==> src/rtl/obi_mstr_arbiter_if.sv <==
// Bus bundle for obi_mstr_arbiter: N master-side OBI ports plus the shared slave port.
// The slave modport is the arbiter's view; master is the environment (masters + slave model).
interface obi_mstr_arbiter_if #(
    parameter int N_MSTR     = 2,
    parameter int ADDR_WIDTH = 32,
    parameter int DATA_WIDTH = 32
);
    logic [N_MSTR-1:0]                     m_req;
    logic [N_MSTR-1:0]                     m_gnt;
    logic [N_MSTR-1:0][ADDR_WIDTH-1:0]     m_addr;
    logic [N_MSTR-1:0]                     m_we;
    logic [N_MSTR-1:0][DATA_WIDTH/8-1:0]   m_be;
    logic [N_MSTR-1:0][DATA_WIDTH-1:0]     m_wdata;
    logic [N_MSTR-1:0]                     m_rvalid;
    logic [DATA_WIDTH-1:0]                 m_rdata;
    logic                                  m_err;
    logic                                  s_req;
    logic                                  s_gnt;
    logic [ADDR_WIDTH-1:0]                 s_addr;
    logic                                  s_we;
    logic [DATA_WIDTH/8-1:0]               s_be;
    logic [DATA_WIDTH-1:0]                 s_wdata;
    logic                                  s_rvalid;
    logic [DATA_WIDTH-1:0]                 s_rdata;
    logic                                  s_err;
    logic                                  proto_err;

    modport slave (
        input  m_req, m_addr, m_we, m_be, m_wdata, s_gnt, s_rvalid, s_rdata, s_err,
        output m_gnt, m_rvalid, m_rdata, m_err, s_req, s_addr, s_we, s_be, s_wdata, proto_err
    );

    modport master (
        output m_req, m_addr, m_we, m_be, m_wdata, s_gnt, s_rvalid, s_rdata, s_err,
        input  m_gnt, m_rvalid, m_rdata, m_err, s_req, s_addr, s_we, s_be, s_wdata, proto_err
    );
endinterface

==> src/rtl/obi_mstr_arbiter.sv <==
// N-master to 1-slave OBI arbiter with an in-order routing FIFO for R-channel responses.
// Define OBI_MSTR_ARBITER_RR_EN for round-robin arbitration (default: fixed priority, index 0 highest).
module obi_mstr_arbiter #(
    parameter int N_MSTR          = 2,
    parameter int ADDR_WIDTH      = 32,
    parameter int DATA_WIDTH      = 32,
    parameter int MAX_OUTSTANDING = 2
) (
    input  logic                  clk,
    input  logic                  reset_n,
    obi_mstr_arbiter_if.slave     io_bus
);
    localparam int IDX_W = (N_MSTR > 1) ? $clog2(N_MSTR) : 1;
    localparam int PTR_W = (MAX_OUTSTANDING > 1) ? $clog2(MAX_OUTSTANDING) : 1;
    localparam int CNT_W = $clog2(MAX_OUTSTANDING) + 1;

    logic [IDX_W-1:0] r_fifo [MAX_OUTSTANDING];
    logic [PTR_W-1:0] r_wptr, r_rptr;
    logic [CNT_W-1:0] r_cnt;
    logic             r_lock;
    logic [IDX_W-1:0] r_lock_idx;
    logic             r_proto_err;

    logic [IDX_W-1:0] w_arb, w_win, w_head;
    logic             w_any, w_full, w_empty, w_sreq, w_accept, w_pop;

    function automatic logic [PTR_W-1:0] ptr_inc(input logic [PTR_W-1:0] p);
        return (p == PTR_W'(MAX_OUTSTANDING - 1)) ? '0 : p + 1'b1;
    endfunction

    assign w_any    = |io_bus.m_req;
    assign w_full   = (r_cnt == CNT_W'(MAX_OUTSTANDING));
    assign w_empty  = (r_cnt == '0);
    assign w_head   = r_fifo[r_rptr];
    // A stalled request keeps its master until granted (OBI address-phase stability).
    assign w_win    = r_lock ? r_lock_idx : w_arb;
    assign w_sreq   = reset_n & w_any & ~w_full;
    assign w_accept = w_sreq & io_bus.s_gnt;
    assign w_pop    = reset_n & io_bus.s_rvalid & ~w_empty;

`ifdef OBI_MSTR_ARBITER_RR_EN
    logic [IDX_W-1:0] r_rr_ptr;

    always_comb begin
        int v_idx;
        v_idx = 0;
        w_arb = r_rr_ptr;
        // Scan downward so the nearest requester at/after r_rr_ptr is the last (winning) write.
        for (int k = N_MSTR - 1; k >= 0; k--) begin
            v_idx = (int'(r_rr_ptr) + k) % N_MSTR;
            if (io_bus.m_req[v_idx]) w_arb = IDX_W'(v_idx);
        end
    end

    always_ff @(posedge clk) begin
        if (!reset_n)
            r_rr_ptr <= '0;
        else if (w_accept)
            r_rr_ptr <= (w_win == IDX_W'(N_MSTR - 1)) ? '0 : w_win + 1'b1;
    end
`else
    always_comb begin
        w_arb = '0;
        for (int i = N_MSTR - 1; i >= 0; i--)
            if (io_bus.m_req[i]) w_arb = IDX_W'(i);
    end
`endif

    always_comb begin
        io_bus.s_req    = w_sreq;
        io_bus.s_addr   = '0;
        io_bus.s_we     = 1'b0;
        io_bus.s_be     = '0;
        io_bus.s_wdata  = '0;
        io_bus.m_gnt    = '0;
        io_bus.m_rvalid = '0;
        if (reset_n && w_any) begin
            io_bus.s_addr  = io_bus.m_addr[w_win];
            io_bus.s_we    = io_bus.m_we[w_win];
            io_bus.s_be    = io_bus.m_be[w_win];
            io_bus.s_wdata = io_bus.m_wdata[w_win];
        end
        if (w_accept) io_bus.m_gnt[w_win] = 1'b1;
        if (w_pop)    io_bus.m_rvalid[w_head] = 1'b1;
    end

    assign io_bus.m_rdata   = reset_n ? io_bus.s_rdata : '0;
    assign io_bus.m_err     = reset_n & io_bus.s_err;
    assign io_bus.proto_err = r_proto_err;

    always_ff @(posedge clk) begin
        if (w_accept) r_fifo[r_wptr] <= w_win;
    end

    always_ff @(posedge clk) begin
        if (!reset_n) begin
            r_wptr      <= '0;
            r_rptr      <= '0;
            r_cnt       <= '0;
            r_lock      <= 1'b0;
            r_lock_idx  <= '0;
            r_proto_err <= 1'b0;
        end else begin
            if (w_accept) r_wptr <= ptr_inc(r_wptr);
            if (w_pop)    r_rptr <= ptr_inc(r_rptr);
            if (w_accept && !w_pop)      r_cnt <= r_cnt + 1'b1;
            else if (!w_accept && w_pop) r_cnt <= r_cnt - 1'b1;
            if (w_sreq && !io_bus.s_gnt) begin
                r_lock     <= 1'b1;
                r_lock_idx <= w_win;
            end else if (w_accept) begin
                r_lock     <= 1'b0;
            end
            if (io_bus.s_rvalid && w_empty) r_proto_err <= 1'b1;
        end
    end
endmodule
==> src/flat_wrapper.sv <==
// flat-port wrapper written by rule: the top's interface ports become plain ports
module obi_mstr_arbiter_flat 
#(
    parameter int N_MSTR          = 2,
    parameter int ADDR_WIDTH      = 32,
    parameter int DATA_WIDTH      = 32,
    parameter int MAX_OUTSTANDING = 2
)
  (clk, reset_n, io_bus_m_req, io_bus_m_addr, io_bus_m_we, io_bus_m_be, io_bus_m_wdata, io_bus_s_gnt, io_bus_s_rvalid, io_bus_s_rdata, io_bus_s_err, io_bus_m_gnt, io_bus_m_rvalid, io_bus_m_rdata, io_bus_m_err, io_bus_s_req, io_bus_s_addr, io_bus_s_we, io_bus_s_be, io_bus_s_wdata, io_bus_proto_err);
  obi_mstr_arbiter_if #(.N_MSTR(N_MSTR), .ADDR_WIDTH(ADDR_WIDTH), .DATA_WIDTH(DATA_WIDTH)) io_bus_i ();
  input  logic clk;
  input  logic reset_n;
  input wire logic [$bits(io_bus_i.m_req)-1:0] io_bus_m_req;
  input wire logic [$bits(io_bus_i.m_addr)-1:0] io_bus_m_addr;
  input wire logic [$bits(io_bus_i.m_we)-1:0] io_bus_m_we;
  input wire logic [$bits(io_bus_i.m_be)-1:0] io_bus_m_be;
  input wire logic [$bits(io_bus_i.m_wdata)-1:0] io_bus_m_wdata;
  input wire logic [$bits(io_bus_i.s_gnt)-1:0] io_bus_s_gnt;
  input wire logic [$bits(io_bus_i.s_rvalid)-1:0] io_bus_s_rvalid;
  input wire logic [$bits(io_bus_i.s_rdata)-1:0] io_bus_s_rdata;
  input wire logic [$bits(io_bus_i.s_err)-1:0] io_bus_s_err;
  output wire logic [$bits(io_bus_i.m_gnt)-1:0] io_bus_m_gnt;
  output wire logic [$bits(io_bus_i.m_rvalid)-1:0] io_bus_m_rvalid;
  output wire logic [$bits(io_bus_i.m_rdata)-1:0] io_bus_m_rdata;
  output wire logic [$bits(io_bus_i.m_err)-1:0] io_bus_m_err;
  output wire logic [$bits(io_bus_i.s_req)-1:0] io_bus_s_req;
  output wire logic [$bits(io_bus_i.s_addr)-1:0] io_bus_s_addr;
  output wire logic [$bits(io_bus_i.s_we)-1:0] io_bus_s_we;
  output wire logic [$bits(io_bus_i.s_be)-1:0] io_bus_s_be;
  output wire logic [$bits(io_bus_i.s_wdata)-1:0] io_bus_s_wdata;
  output wire logic [$bits(io_bus_i.proto_err)-1:0] io_bus_proto_err;
  assign io_bus_i.m_req = io_bus_m_req;
  assign io_bus_i.m_addr = io_bus_m_addr;
  assign io_bus_i.m_we = io_bus_m_we;
  assign io_bus_i.m_be = io_bus_m_be;
  assign io_bus_i.m_wdata = io_bus_m_wdata;
  assign io_bus_i.s_gnt = io_bus_s_gnt;
  assign io_bus_i.s_rvalid = io_bus_s_rvalid;
  assign io_bus_i.s_rdata = io_bus_s_rdata;
  assign io_bus_i.s_err = io_bus_s_err;
  assign io_bus_m_gnt = io_bus_i.m_gnt;
  assign io_bus_m_rvalid = io_bus_i.m_rvalid;
  assign io_bus_m_rdata = io_bus_i.m_rdata;
  assign io_bus_m_err = io_bus_i.m_err;
  assign io_bus_s_req = io_bus_i.s_req;
  assign io_bus_s_addr = io_bus_i.s_addr;
  assign io_bus_s_we = io_bus_i.s_we;
  assign io_bus_s_be = io_bus_i.s_be;
  assign io_bus_s_wdata = io_bus_i.s_wdata;
  assign io_bus_proto_err = io_bus_i.proto_err;
  obi_mstr_arbiter #(.N_MSTR(N_MSTR), .ADDR_WIDTH(ADDR_WIDTH), .DATA_WIDTH(DATA_WIDTH), .MAX_OUTSTANDING(MAX_OUTSTANDING)) u_core (.clk(clk), .reset_n(reset_n), .io_bus(io_bus_i));
endmodule
==> config.mk <==
export PLATFORM = sky130hd
export DESIGN_NAME = obi_mstr_arbiter_flat
export DESIGN_NICKNAME = d
export VERILOG_FILES = /design/src/rtl/obi_mstr_arbiter_if.sv /design/src/rtl/obi_mstr_arbiter.sv /design/src/flat_wrapper.sv
export SDC_FILE = /design/constraint.sdc
export NUM_CORES = 1
export LEC_CHECK = 0
export CAP_MARGIN = 10
export CORE_AREA = 2 2 110 112
export CTS_BUF_LIST = sky130_fd_sc_hd__clkbuf_16
export CTS_CLUSTER_SIZE = 28
export DETAILED_ROUTE_END_ITERATION = 10
export DIE_AREA = 0 0 112 114
export HOLD_SLACK_MARGIN = 0.12
export PLACE_DENSITY_LB_ADDON = 0.2
export SYNTH_ARGS = -nofsm -noshare
export SYNTH_HDL_FRONTEND = slang
export SYNTH_SLANG_ARGS = --single-unit
==> constraint.sdc <==
create_clock -name clk -period 2.45 [get_ports clk]
set_input_delay 0.245 -clock clk [delete_from_list [all_inputs] [get_ports clk]]
set_output_delay 0.245 -clock clk [all_outputs]
set_load 0.01 [all_outputs]
==> results summary <==
The flow ran to the end, and the final reports show no timing, DRC or antenna violations. STA classifies the critical path endpoint as a primary output. The actual slew at the worst max-slew pin came out at 0.3751 ns.

The routed design has 12540 um of wire. Setup repair after global routing left no endpoint under its margin. For this design, the slowest cell found on the critical path is sky130_fd_sc_hd__clkdlybuf4s50_1. VDD sags by at most 0.0002748 V. The flop and latch count out of synthesis is 10. The number of nets in the layout came out at 775. The die covers 12770 um2. The first-iteration detailed-routing DRC count is 255. The gate count after technology mapping came out at 330. The maximum level of the CTS H-tree came out at 1. Max-cap violations in this run came to 0. The netlist area before placement came out at 1866 um2. For this run, the share of the core covered by cells in the final layout is 0.4387. The number of hold violations in the final report came to 0. The total DRC errors in the routed layout is 0. The global-route congestion overflow total is 0. The standard cell core area is 11710 um2. In the global route stage, overall resource usage came out at 0.1702. The total inserted antenna cells came out at 0. The critical path is of the reg2out type. The number of global-route vias before repair came out at 3287. Each instance of the synthesized netlist takes up on average 5.653 um2. The number of pins with negative max-slew slack in the final report is 0.

The clock skew is 0.003337 ns. The floorplan die height came out at 114 um. STA puts the critical path data required time at 2.20 ns. The routability congestion estimate is 0.8739. The clock root buffer is sky130_fd_sc_hd__clkbuf_16.

The first detailed-routing pass took 4 iterations. For the final routed database, the setup TNS stands at 0 ns. The number of standard-cell rows in the floorplan came out at 40. The power per unit of standard cell area came out at 268.3 nW/um2.

The compound-cell area share of the yosys netlist came out at 0.4098. The fraction of the yosys area taken by sequential cells came out at 0.1180. The floorplan step set the die width to 112 um.

Setup violations remaining at the end of the flow were counted as 0. The achievable clock frequency came out at 0.4318 GHz. STA puts the critical path data arrival time at 2.07 ns.

The proportion of synthesized area in mux cells is 0.01073. The pin count of the biggest net entering global routing is 70. The total power after layout came out at 0.001378 W.

The area growth from synthesis to layout is 175.4%. The latest clock arrival within the worst-skew pair came out at 0.24 ns. Buffers inserted during clock tree synthesis total 3.

The initial standard-cell utilization of the core is 0.1593. The instance area at placement came out at 4947 um2. The number of port buffers is 284. The cell area after layout came out at 5137 um2. The share of synthesized cell area in full adder, half adder and majority cells is 0.006707.

The fraction of layout instances using a drive strength above 1 is 0.04362. The number of primary I/O pins came out at 285. The CTS tree is built. STA classifies the critical path startpoint as a flip-flop. Counting tap cells, the placed design contains a total of 736 instances. Grouping stages by cell kind, the critical path spends the most delay in buffers and inverters. The buffering stage count on the worst path with inverters included came out at 3. When the netlist entered floorplanning its net count stood at 508. The maximum fanout along the worst path came out at 22. The area share of xor/xnor cells in the synthesized design is 0.01408. The clock sink count came out at 10. The CTS clock-pin slew for the worst setup and hold paths is 0.04 ns. The maximum buffer depth of the clock tree is 2. For this run, the number of Yosys warnings is 0. The delay of the slowest critical-path stage came out at 0.55 ns. The count of antenna-violating nets left after detailed routing is 0.

The type of the tightest min-delay check is reg2reg. Headroom to the max-slew limit came out at 0.7488. Of the total synthesized cell area, the portion taken by AND, OR, NAND and NOR gates is 0.3541.

The global-route wire length before repair came out at 17820 um. Summed over all cells, the static leakage comes to 2.148 nW. The via density per instance is 4.700. After synthesis, the largest family of logic cells by area is compound AO/OA/AOI/OAI gates. The worst path needs 2.316 ns of the cycle, external delays included. The routed layout has 3492 vias. The HPWL after detailed placement is 8978 um.

The final-layout fill cell count came out at 1214. The number of distinct library cell variants in the gate-level netlist after synthesis is 27. The routed length per instance is 16.88 um. The signal on the critical path passes through nor3b_4, buf_4, bufbuf_16, o21ai_0, a21oi_1, clkdlybuf4s50_1. The share of the cycle needed by the critical path after routing is 0.9453. Leaving out filler cells and counting taps, the final layout contains 743. The initial antenna violation count was 0.
synthesized netlist by cell type (all sizes together):
master / n / area, um2
o21ai: 71 / 355.3
mux2i: 2 / 20.02
edfxtp: 2 / 60.06
o211a: 1 / 10.01
nor2b: 2 / 12.51
a21oi: 73 / 365.4
a2111o: 1 / 11.26
nand3: 70 / 350.3
nor2: 9 / 33.78
or3: 1 / 6.260
xor2: 3 / 26.28
o21a: 1 / 7.510
nand2: 3 / 11.26
inv: 2 / 7.510
o211ai: 1 / 7.510
and2: 35 / 219.0
nor3b: 1 / 12.51
nand2b: 1 / 6.260
clkbuf: 37 / 140.1
ha: 1 / 12.51
buf: 3 / 13.76
or3b: 1 / 8.760
o31ai: 1 / 7.510
dfxtp: 8 / 160.2
cell type report:
cell class                 count  area, um2  area share
tap                          147      183.9     0.03580
clock inverter                 1      3.754   0.0007306
inverter                       2      7.507    0.001461
timing repair buffer         302       3142      0.6115
sequential                    10      220.2     0.04286
multi-input combinational    278       1505      0.2930
clock buffer                   3      75.07     0.01461
per-stage QoR:
stage	setup WS, ns	hold WS, ns
after CTS	0.01506	0.4851
final	0.1340	0.4761
after floorplan	0.8434	0.3857
after detailed placement	-0.08914	0.4714
after global placement	-0.05256	0.4576
after global routing	0.01341	0.5251
cells in the final DEF, fill, tap and decap left out, drive strengths merged, types with 2 or more instances in the layout:
cell type	count
a21oi	73
and2	35
buf	16
clkbuf	4
clkdlybuf4s50	267
dfxtp	8
dlymetal6s2s	16
edfxtp	2
inv	3
mux2i	2
nand2	3
nand3	70
nor2	9
nor2b	2
o21ai	71
xor2	3
worst reg2reg max path: stages (launching register included):
cell                       delay (ns)
sky130_fd_sc_hd__dfxtp_1         0.42
sky130_fd_sc_hd__nand2b_1        0.13
sky130_fd_sc_hd__nand3_1         0.22
sky130_fd_sc_hd__inv_1           0.16
sky130_fd_sc_hd__ha_1            0.27
sky130_fd_sc_hd__or3_1           0.38
sky130_fd_sc_hd__a21oi_1         0.14
kinds of logic (layout without fill, tap and decap cells):
family,after synthesis,in the layout
AND/OR/NAND/NOR,123,123
flip-flops,10,10
multiplexers,2,2
adder cells (fa/ha/maj),1,1
AO/OA/AOI/OAI,149,149
buffers and inverters,42,308
XOR/XNOR,3,3
sequential cells by signal, indices dropped and copies added (netlist names), named ones only:
register / cells
u_core.r_lock_idx: 1
u_core.r_lock: 1
u_core.r_fifo: 2
u_core.r_rptr: 1
u_core.r_cnt: 2
u_core.r_wptr: 1
u_core.io_bus.proto_err: 1
routing by layer:
metal  global-route usage  part of all wire  up-vias
met4              0.04228             0.026        0
met2               0.3123              0.51      161
met1               0.2101              0.40     1591
li1                     -                 -     1717
met3              0.02444             0.068       23
met5                    0                 0        -
timing repair:
item / 4_1_cts / 5_1_grt
endpoints found under the setup margin: 70 / 46
hold buffers: 0 / 0
gates cloned: 1 / 1
hold endpoints to repair: 0 / 0
setup buffers: 1 / 0
gates resized for setup: 3 / 16
power breakdown:
group	internal [W]	total, W	switching, W
Sequential	0.000188	0.000206	0.0000182
Combinational	0.000553	0.000881	0.000328
Clock	0.000214	0.000291	0.0000776
Total	0.000954	0.00138	0.000424
path summary, 6_finish.rpt:
kind | start | endpoint | slack [ns] | cells after the start
hold / removal | u_core.io_bus.proto_err | u_core.io_bus.proto_err | 0.48 | 2
setup / recovery | u_core.r_lock | io_bus_s_wdata[3] | 0.13 | 6
hold reg to reg | u_core.io_bus.proto_err | u_core.io_bus.proto_err | 0.48 | 2
setup reg to reg | u_core.r_cnt[0] | u_core.r_cnt[1] | 0.65 | 6
Note: power is estimated with default switching activity, not from simulation.
